## config.mk

```make
export PLATFORM = sky130hd
export DESIGN_NAME = vga_timing_gen
export DESIGN_NICKNAME = d
export VERILOG_FILES = /design/src/rtl/vga_timing_gen.sv
export SDC_FILE = /design/constraint.sdc
export NUM_CORES = 1
export LEC_CHECK = 0
export CORE_MARGIN = 4
export CORE_UTILIZATION = 27
export CTS_CLUSTER_SIZE = 16
export DETAILED_ROUTE_END_ITERATION = 7
export PLACE_DENSITY = 0.48
export SLEW_MARGIN = 10
export SYNTH_ARGS = -nofsm -noshare
export SYNTH_HDL_FRONTEND = slang
export SYNTH_SLANG_ARGS = --single-unit
```

## constraint.sdc

```tcl
create_clock -name clk -period 2.75 [get_ports clk]
set_input_delay 0.825 -clock clk [delete_from_list [all_inputs] [get_ports clk]]
set_output_delay 0.825 -clock clk [all_outputs]
set_load 0.1 [all_outputs]
```

## src/rtl/vga_timing_gen.sv

```systemverilog
// rtl/vga_timing_gen.sv - parametrised raster timing generator with frame-aligned run control
//
// Ports:
//   clk          system clock
//   rst          asynchronous active-high reset
//   ce           pixel clock enable (one pixel per clk with ce=1)
//   run          1 = generate frames, 0 = stop at the end of the current frame
//   hsync        horizontal sync, active level HS_POL
//   vsync        vertical sync, active level VS_POL
//   de           display enable for the presented position
//   pixel_x      presented column, 0..H_TOTAL-1
//   pixel_y      presented line, 0..V_TOTAL-1
//   line_start   one-clk strobe when x=0 is presented
//   frame_start  one-clk strobe when (0,0) is presented
//   busy         1 while generating frames

module vga_timing_gen #(
    parameter int H_DISP = 640,
    parameter int H_FP   = 16,
    parameter int H_SYNC = 96,
    parameter int H_BP   = 48,
    parameter int V_DISP = 480,
    parameter int V_FP   = 10,
    parameter int V_SYNC = 2,
    parameter int V_BP   = 33,
    parameter int HS_POL = 0,
    parameter int VS_POL = 0,
    parameter int CW     = 12
) (
    input  logic          clk,
    input  logic          rst,
    input  logic          ce,
    input  logic          run,
    output logic          hsync,
    output logic          vsync,
    output logic          de,
    output logic [CW-1:0] pixel_x,
    output logic [CW-1:0] pixel_y,
    output logic          line_start,
    output logic          frame_start,
    output logic          busy
);

    localparam int H_TOTAL  = H_DISP + H_FP + H_SYNC + H_BP;
    localparam int V_TOTAL  = V_DISP + V_FP + V_SYNC + V_BP;
    localparam int HS_START = H_DISP + H_FP;
    localparam int HS_END   = H_DISP + H_FP + H_SYNC;
    localparam int VS_START = V_DISP + V_FP;
    localparam int VS_END   = V_DISP + V_FP + V_SYNC;

    localparam logic [CW-1:0] H_LAST = CW'(H_TOTAL - 1);
    localparam logic [CW-1:0] V_LAST = CW'(V_TOTAL - 1);
    localparam logic          HS_ACT = (HS_POL != 0);
    localparam logic          VS_ACT = (VS_POL != 0);

    typedef enum logic {IDLE, RUN} state_t;
    state_t state;

    // Decode is done in int so that sync windows ending exactly at 2^CW
    // do not wrap when truncated to CW bits.
    function automatic logic de_at(input logic [CW-1:0] x, input logic [CW-1:0] y);
        return (int'(x) < H_DISP) && (int'(y) < V_DISP);
    endfunction

    function automatic logic hs_at(input logic [CW-1:0] x);
        return ((int'(x) >= HS_START) && (int'(x) < HS_END)) ? HS_ACT : ~HS_ACT;
    endfunction

    function automatic logic vs_at(input logic [CW-1:0] y);
        return ((int'(y) >= VS_START) && (int'(y) < VS_END)) ? VS_ACT : ~VS_ACT;
    endfunction

    logic          at_eol;
    logic          at_eof;
    logic [CW-1:0] nx;
    logic [CW-1:0] ny;

    // Next position in raster order; from IDLE the counters already sit at
    // (0,0), so starting a frame is the same as presenting (0,0) directly.
    always_comb begin
        at_eol = (pixel_x == H_LAST);
        at_eof = at_eol && (pixel_y == V_LAST);
        nx     = at_eol ? '0 : pixel_x + 1'b1;
        ny     = pixel_y;
        if (at_eol) begin
            ny = (pixel_y == V_LAST) ? '0 : pixel_y + 1'b1;
        end
    end

    always_ff @(posedge clk or posedge rst) begin
        if (rst) begin
            state       <= IDLE;
            pixel_x     <= '0;
            pixel_y     <= '0;
            de          <= 1'b0;
            hsync       <= ~HS_ACT;
            vsync       <= ~VS_ACT;
            line_start  <= 1'b0;
            frame_start <= 1'b0;
            busy        <= 1'b0;
        end else begin
            // Strobes are one clk wide even when ce drops right after them.
            line_start  <= 1'b0;
            frame_start <= 1'b0;
            if (ce) begin
                if (state == IDLE) begin
                    if (run) begin
                        state       <= RUN;
                        pixel_x     <= '0;
                        pixel_y     <= '0;
                        de          <= de_at('0, '0);
                        hsync       <= hs_at('0);
                        vsync       <= vs_at('0);
                        line_start  <= 1'b1;
                        frame_start <= 1'b1;
                        busy        <= 1'b1;
                    end
                end else if (at_eof && !run) begin
                    // run is only honoured here, so a frame is never truncated.
                    state   <= IDLE;
                    pixel_x <= '0;
                    pixel_y <= '0;
                    de      <= 1'b0;
                    hsync   <= ~HS_ACT;
                    vsync   <= ~VS_ACT;
                    busy    <= 1'b0;
                end else begin
                    pixel_x     <= nx;
                    pixel_y     <= ny;
                    de          <= de_at(nx, ny);
                    hsync       <= hs_at(nx);
                    vsync       <= vs_at(ny);
                    line_start  <= at_eol;
                    frame_start <= at_eof;
                end
            end
        end
    end

endmodule

```

# Word level (Yosys, flattened, before mapping)
# Cells that the tools add are included.
# classes
reduce_logical	9
add_sub_neg	2
n_mux	28
magnitude_cmp	6
eq_ne	3
# op_table
op	count
12-bit 2-to-1 mux	8
12-bit by 1-bit adder with 12-bit output (second input constant)	2
12-bit by 10-bit equality test with 1-bit output (second input constant)	2
12-bit by 10-bit < comparator with 1-bit output (second input constant)	2
12-bit by 9-bit < comparator with 1-bit output (second input constant)	2
1-bit 2-to-1 mux	20
12-bit by 10-bit greater-or-equal comparator with 1-bit output (second input constant)	1
12-bit by 9-bit greater-or-equal comparator with 1-bit output (second input constant)	1
1-bit logical AND	5
3-bit AND reduction	1
2-bit by 1-bit inequality test with 1-bit output (second input constant)	1
2-bit AND reduction	1
2-bit nonzero test	1
1-bit zero test	1
# word_totals
register_bits	31
elab_cells	57
output_inout_bits	30
inputBits	4

# Logic depth before layout (Yosys ltp)
# Gate-level depths: netlist (run 1).
# depth
ltp_word	8
mapped_depth	9
depth_no_buf	8

# Worst setup path before layout (run 1)
# No wires, ideal clock.
# synth_path
kind	reg2reg
from	reg pixel_x[0]
to	reg vsync
n_path_buf	1
required_ps	2655
synth_period_minus_slack_ps	3168
arrival_ps	3073
path_stages_with_launch	9
setup_time_ps	95
setup_slack_ps	-418
path_cell_list	dfrtp_1 ha_1 nand4_1 or4_4 buf_2 nor3_1 a21oi_1 a2111oi_0 a32oi_1
# synth_via
elab_chain_len	7
word_cells_on_any_way	10
cone_classes	order compare (2); eq/ne (1); mux (4); reduce/logical (3)
# synth_rtl
element	line_no	text
start, declared	37	output logic [CW-1:0] pixel_x,
start signal, assigned	128	pixel_x <= nx;
12-bit by 10-bit equality test with 1-bit output *	81	at_eol = (pixel_x == H_LAST);
12-bit 2-to-1 mux	85	if (at_eol) begin
12-bit by 9-bit greater-or-equal comparator with 1-bit output or 12-bit by 9-bit < comparator with 1-bit output (tied branches)	70	return ((int'(y) >= VS_START) && (int'(y) < VS_END)) ? VS_ACT : ~VS_ACT;
1-bit logical AND	70	
1-bit 2-to-1 mux	70	
1-bit 2-to-1 mux *	118	end else if (at_eof && !run) begin
1-bit 2-to-1 mux *	106	if (state == IDLE) begin
end signal, assigned	113	vsync <= vs_at('0);
end signal, assigned	125	vsync <= ~VS_ACT;
end signal, assigned	132	vsync <= vs_at(ny);
end, declared	35	output logic vsync,
# Every way passes the cells marked *; elsewhere a longest branch is shown, timed or not.
# A chain may end at the register's enable or synchronous reset.

# Final worst setup path (run 1)
# layout_path
from	reg pixel_x[11]
to	reg de
# layout_via
elab_chain_len	6
word_cells_on_any_way	11
cone_classes	add/sub (1); order compare (2); eq/ne (1); mux (4); reduce/logical (3)
# layout_rtl
element	line_no	text
12-bit by 1-bit adder with 12-bit output or 12-bit by 10-bit equality test with 1-bit output (tied branches)	83, 81	
12-bit 2-to-1 mux (on tied branches)	83, 85	
12-bit by 10-bit < comparator with 1-bit output or 12-bit by 9-bit < comparator with 1-bit output (tied branches)	62	return (int'(x) < H_DISP) && (int'(y) < V_DISP);
1-bit logical AND	62	
1-bit 2-to-1 mux *	118	
1-bit 2-to-1 mux *	106	
end signal, assigned	111	de <= de_at('0, '0);
end signal, assigned	130	de <= de_at(nx, ny);
end, declared	36	output logic de,
# Marked as above.

==> results of run 1 <==
[flip-flops by register name (all words and copies together) (netlist names)]
name,flops
frame_start,1
hsync,1
de,1
pixel_y,12
vsync,1
line_start,1
state,1
pixel_x,12
busy,1
[critical path: cells and delay by family (launching register included)]
kind | cells | cell delay (ps)
AO/OA/AOI/OAI | 2 | 450
AND/OR/NAND/NOR | 3 | 1430
flip-flops | 1 | 510
XOR/XNOR | 1 | 100
[how the worst max path moves through the flow]
stage                start     to  slack (ps)  cells past startpoint
5_1_grt        pixel_x[11]  vsync          30                      6
6_report       pixel_x[11]     de         170                      6
2_1_floorplan  pixel_x[11]  vsync         -10                      7
3_3_place_gp   pixel_x[11]     de         130                      6
3_5_place_dp   pixel_x[11]  vsync          20                      6
4_1_cts        pixel_x[11]  vsync          10                      6
[cells in the final DEF (no fill, tap or decap), types with 2 or more instances in the layout]
| master | count |
|---|---|
| nand4_1 | 3 |
| a21o_1 | 2 |
| buf_4 | 46 |
| nand2b_1 | 3 |
| inv_1 | 12 |
| nand3_1 | 18 |
| or4_4 | 2 |
| nor2_1 | 16 |
| o22ai_1 | 2 |
| o21ai_0 | 36 |
| a31oi_1 | 5 |
| clkbuf_8 | 6 |
| or2_2 | 2 |
| a21oi_1 | 14 |
| and2_1 | 3 |
| dfrtp_1 | 8 |
| dfrtp_4 | 6 |
| nor4_2 | 2 |
| and3_1 | 4 |
| a211oi_1 | 2 |
| dfstp_2 | 2 |
| o41ai_1 | 3 |
| nor4b_1 | 2 |
| clkdlybuf4s50_1 | 3 |
| nand2_1 | 21 |
| ha_1 | 3 |
| nor3_1 | 8 |
| o31ai_1 | 12 |
| dfrtp_2 | 15 |
| nand4b_1 | 2 |
| nor2b_1 | 2 |
| a32oi_1 | 2 |
| xnor2_1 | 4 |
| a22o_1 | 2 |
| a2111oi_2 | 2 |
[repair_timing]
| item | 4_1_cts | 5_1_grt |
|---|---|---|
| hold buffers | 0 | 0 |
| resized for setup | 0 | 2 |
| setup endpoints to repair | 0 | 2 |
[layer usage]
metal	vias up	global-route usage, %	share of wire (%)
li1	1034	-	-
met5	-	0	0
met2	47	22.4	48
met4	0	4.86	0.85
met1	995	18.8	47
met3	7	3.05	4.1
[cell type report]
cell class              instances  area share, %
clock buffers                   6           3.06
clock inverters                 2           1.30
inverters                      12           1.67
multi-input cells             194           44.4
flip-flops and latches         31           30.4
well taps                      99           4.59
repair buffers                 50           14.6
[report_power, final]
part	total, W	internal [W]	switching [W]
registers	0.000523	0.000487	0.0000364
logic	0.000295	0.0000647	0.000230
clock network	0.000488	0.000293	0.000195
total	0.00131	0.000845	0.000461
[kinds of logic (layout without fill, tap and decap cells)]
kind of cell | Yosys count | in the layout | synth area share [%]
compound gates | 92 | 92 | 28.1
buf+inv | 32 | 70 | 5.93
flops | 31 | 31 | 37.3
xor+xnor | 4 | 4 | 1.68
mux | 1 | 1 | 0.480
simple gates | 94 | 94 | 24.8
fa+ha+maj | 3 | 3 | 1.80
[per-stage QoR]
stage | hold slack [ps] | setup WS, ps | power [W] | TNS, ps | std cells
2_1_floorplan | 664 | -9.56 | 0.000751 | -9.56 | 257
3_3_place_gp | 453 | 130 | 0.000830 | 0 | 386
3_5_place_dp | 454 | 15.0 | 0.000831 | 0 | 386
4_1_cts | 470 | 14.1 | 0.00132 | 0 | 394
5_1_grt | 490 | 29.9 | 0.00137 | 0 | 394
6_report | 467 | 171 | 0.00131 | 0 | 394
[cell usage after synthesis, types with 3 or more instances]
library cell	count	share of area (%)
nand2_1	21	3.8
dfrtp_1	29	35
nand4_1	3	0.90
o21ai_0	36	8.6
nand3_1	18	4.3
buf_2	3	0.72
xnor2_1	4	1.7
o31ai_1	12	4.3
nand2b_1	3	0.90
and2_1	3	0.90
o41ai_1	3	1.3
nor2_1	16	2.9
a21oi_1	14	3.4
clkbuf_1	17	3.1
ha_1	3	1.8
and3_1	4	1.2
nor3_1	8	1.9
inv_1	12	2.2
a31oi_1	5	1.5
==> flow_summary.toml, run 1 <==
[worst_setup_path]
critPathLaunchType = "flop"
cpMostUsedCell = "or4_4"
reg2reg_slack_ps = 170
r2r-end = "de"
endpoint_kind = "flop"
path_cells = "or4_4 > or4_4 > nor4_4 > xnor2_1 > o2111a_1 > a32o_1"
max_stage_delay_ps = 560
r2r_start = "pixel_x[11]"
rr_worst_depth = 6
crit_type = "reg -> reg"
cp_data_required_time_ps = 2930
cp_max_fo = 11
crit_slowest_cell = "or4_4"
cp.arrival_ps = 2760

[floorplan]
die_h_um = 95.9
rows = 31
die-area_um2 = 9200
core_area_um2 = 7370
fp.dieW_um = 95.9
start_util_pct = 28.3
ios = 34

[route]
first_pass_iters = 4
drc = 0
drtIter0Drc = 96
vias = 2083
vias_per_cell = 5.29
wl_per_cell_um = 15.3
routed_wl_mm = 6.03
drtAntennaViolNets = 0

[worst_hold_path]
min_path_type = "reg -> reg"
min_to = "hsync"
hold_depth = 2
hp-start = "hsync"

[clock_network]
cts_tree = "yes"
clkTransAtPathRegs_ps = 80
h-tree-depth = 2
cts_buffers = 5
cts_root_buf = "clkbuf_8"
clk_path_buf_depth = 2
post_cts_buffers = 0
clock_latency_ps = 290
cts.sinks = 31

[placed_design]
dpl_cell_area_um2 = 2570
dpl.hpwl_mm = 4.31
gp_congestion = 0.800
io_buffer_count = 33

[yosys]
yosys_most_used_dff = "dfrtp_1"
ys_seq_elements = 31
ys_seq_area_share_pct = 37.3
syn-num-nets = 264
syn_inst = 257
yosysWarnings = 0
synth_edf_count = 0
netlist_area_um2 = 2090
synth_async_sr_flop_share_pct = 100
ys_types = 50
avgSynthCellArea_um2 = 8.12

[sta]
relSlewSlack_pct = 61.1
max_freq_mhz = 388
finalHoldViolCount = 0
report.final.slew_viol_count = 0
finalSetupViolations = 0
rsz0062_at_grt = "false"
worst_slew_pin_slew_ps = 568
fin_crit_ps = 2580
fin_crit_sh_pct = 93.8
skew_ps = 10.5

[final_layout]
multi_input_area_um2 = 1200
fill_cells = 795
drive_above_1_share_pct = 30.2
final_area_um2 = 2700
area_growth_pct = 29.3
post-route-util_pct = 36.6
diodes = 0
register_area_um2 = 820
nets = 301

[power_and_ir_drop]
ir_drop_uv = 398
p_leak_nw = 1.04
power_density_nw_per_um2 = 484

[global_route]
grt_pass1_wl_mm = 10.0
grt_pass1_vias = 1958
overflow = 0
grt_max_degree = 32
antenna_found_initial = 0
track_usage_pct = 14.1

[flow_run]
max_cap_viol_count = 0

[outcome]
status = "completed"
Power figures use the tool's default switching activity.
==> inputs of run 2 (changes only) <==
CORE_UTILIZATION = 40   (was 27)
PLACE_DENSITY = 0.65   (was 0.48)
==> run 2 against run 1 <==
Effect of this change: via count up 2.1%; combinational power down 1%; sequential cell count unchanged; critical path type unchanged; first-iteration DRC count up 10%; utilization up 16 points; global-route usage up 4.4 points; design area down 1.8%; largest cell class unchanged; fmax down 1.7%; non-clock buffer count down 2.
==> flow_summary.toml, run 2 (same netlist as run 1, synthesis figures left out) <==
[worst_hold_path]
min_path_type = "reg -> reg"
hp-start = "hsync"

[route]
drtAntennaViolNets = 0
first_pass_iters = 4
drc = 0
vias = 2126
routed_wl_mm = 5.59
wl_per_cell_um = 15.4
drtIter0Drc = 106
vias_per_cell = 5.86

[global_route]
grt_max_degree = 32
overflow = 0
antenna_found_initial = 0
grt_pass1_wl_mm = 9.50
grt_pass1_vias = 1945
track_usage_pct = 18.5

[clock_network]
cts_root_buf = "clkbuf_8"
clk_path_buf_depth = 2
post_cts_buffers = 0
clkTransAtPathRegs_ps = 70
clock_latency_ps = 280
cts_tree = "yes"
cts.sinks = 31
cts_buffers = 5
h-tree-depth = 2
hold_buffers = 0
post_cts_resized = 0

[power_and_ir_drop]
power.share.clock_pct = 33.3
power.switching_w = 0.000442
switching_share_pct = 36.2
pwr-share-seq_pct = 42.8
p_int_w = 0.000780
p_leak_nw = 1.04
ir_drop_uv = 601
power_density_nw_per_um2 = 461
combPwrFrac_pct = 23.8

[final_layout]
nets = 299
reg.largest.list = "pixel_x (12), pixel_y (12)"
drive_above_1_share_pct = 30.0
post-route-util_pct = 52.2
diodes = 0
area_growth_pct = 27.0
fill_cells = 497
final_common_cell = "buf_4"
layout_common_cells = "44 x buf_4, 36 x o21ai_0, 21 x nand2_1"

[sta]
rsz0062_at_grt = "false"
fin_crit_ps = 2620
finalHoldViolCount = 0
max_freq_mhz = 381
worst_slew_pin_slew_ps = 610
skew_ps = 4.36
relSlewSlack_pct = 58.3
fin_hold_ws_ps = 465
tns_ps = 0
finalSetupViolations = 0
fin_crit_sh_pct = 95.4
report.final.slew_viol_count = 0

[flow_run]
max_cap_viol_count = 0

[worst_setup_path]
crit_family = "simple AND/OR/NAND/NOR gates"
path_cells = "or4_4 > or4_4 > nor4_4 > xnor2_1 > o2111a_1 > a32o_1"
cp.arrival_ps = 2800
crit_type = "reg -> reg"
cpMostUsedCell = "or4_4"
r2r_start = "pixel_x[11]"
path_buf_inv = 0
crit_slowest_cell = "or4_4"
endpoint_kind = "flop"
max_stage_delay_ps = 560
critPathLaunchType = "flop"
cp_max_fo = 11
cp_data_required_time_ps = 2920
reg2reg_slack_ps = 130
critPathLaunch = "pixel_x[11]"

[placed_design]
dpl.hpwl_mm = 3.98
io_buffer_count = 33
gp_congestion = 0.899

[floorplan]
rows = 26
die-area_um2 = 6440
fp.dieW_um = 80.2
die_h_um = 80.2
ios = 34
start_util_pct = 41.1
core_area_um2 = 5070

[outcome]
status = "completed"
[run 2: changes by cell type in the layout (fill, tap and decap cells not counted), sizes merged]
cell / before / now
bufinv: 1 / 0
buf: 47 / 45
clkinv: 1 / 0
clkbuf: 6 / 8
[run 2: layout make-up]
class | count | area [µm²] | area share [%]
timing repair buffer | 48 | 380 | 14.4
clock buffer | 8 | 100 | 3.78
sequential | 31 | 820 | 30.9
tap | 70 | 87.6 | 3.31
inverter | 12 | 45.0 | 1.70
multi-input combinational | 194 | 1220 | 45.9
[run 2: per-stage QoR]
| stage | std cells | worst slack, ps | area (µm²) | power, W |
|---|---|---|---|---|
| floorplan | 257 | -9.56 | 2140 | 0.000751 |
| global placement | 355 | 144 | 2520 | 0.000825 |
| detailed placement | 355 | 39.7 | 2520 | 0.000825 |
| CTS | 363 | 16.6 | 2620 | 0.00123 |
| global route | 363 | 56.0 | 2650 | 0.00128 |
| finish | 363 | 126 | 2650 | 0.00122 |
[run 2: power groups by stage]
stage	combinational, W	sequential [W]	clock (W)
floorplan	0.0000615	0.000689	0
global placement	0.000293	0.000532	0
detailed placement	0.000294	0.000532	0
CTS	0.000294	0.000524	0.000415
global route	0.000308	0.000530	0.000439
finish	0.000291	0.000523	0.000407
[run 2: per-layer routing]
metal  global-route usage, %  share of wire [%]  vias to the layer above  routed length (µm)
li1                        -                  -                     1026                   -
met1                    24.1                 44                     1037                2450
met2                    30.8                 50                       54                2800
met3                    3.59                4.7                        9                 264
met4                    5.41                1.3                        0                  72
met5                       0                  0                        -                   0
[run 2: path summary, 6_finish.rpt]
check / cells past startpoint / end
worst max-delay path: 6 / de
worst min-delay path: 2 / hsync
worst max register to register: 6 / de
worst min register to register: 2 / hsync
max in group asynchronous: 3 / vsync
min in group asynchronous: 3 / pixel_y[0]
[run 2: worst reg2reg max path, stage by stage (launching register included)]
cell and delay [ps]:
dfrtp_4 510, or4_4 560, or4_4 550, nor4_4 330
xnor2_1 100, o2111a_1 250, a32o_1 210
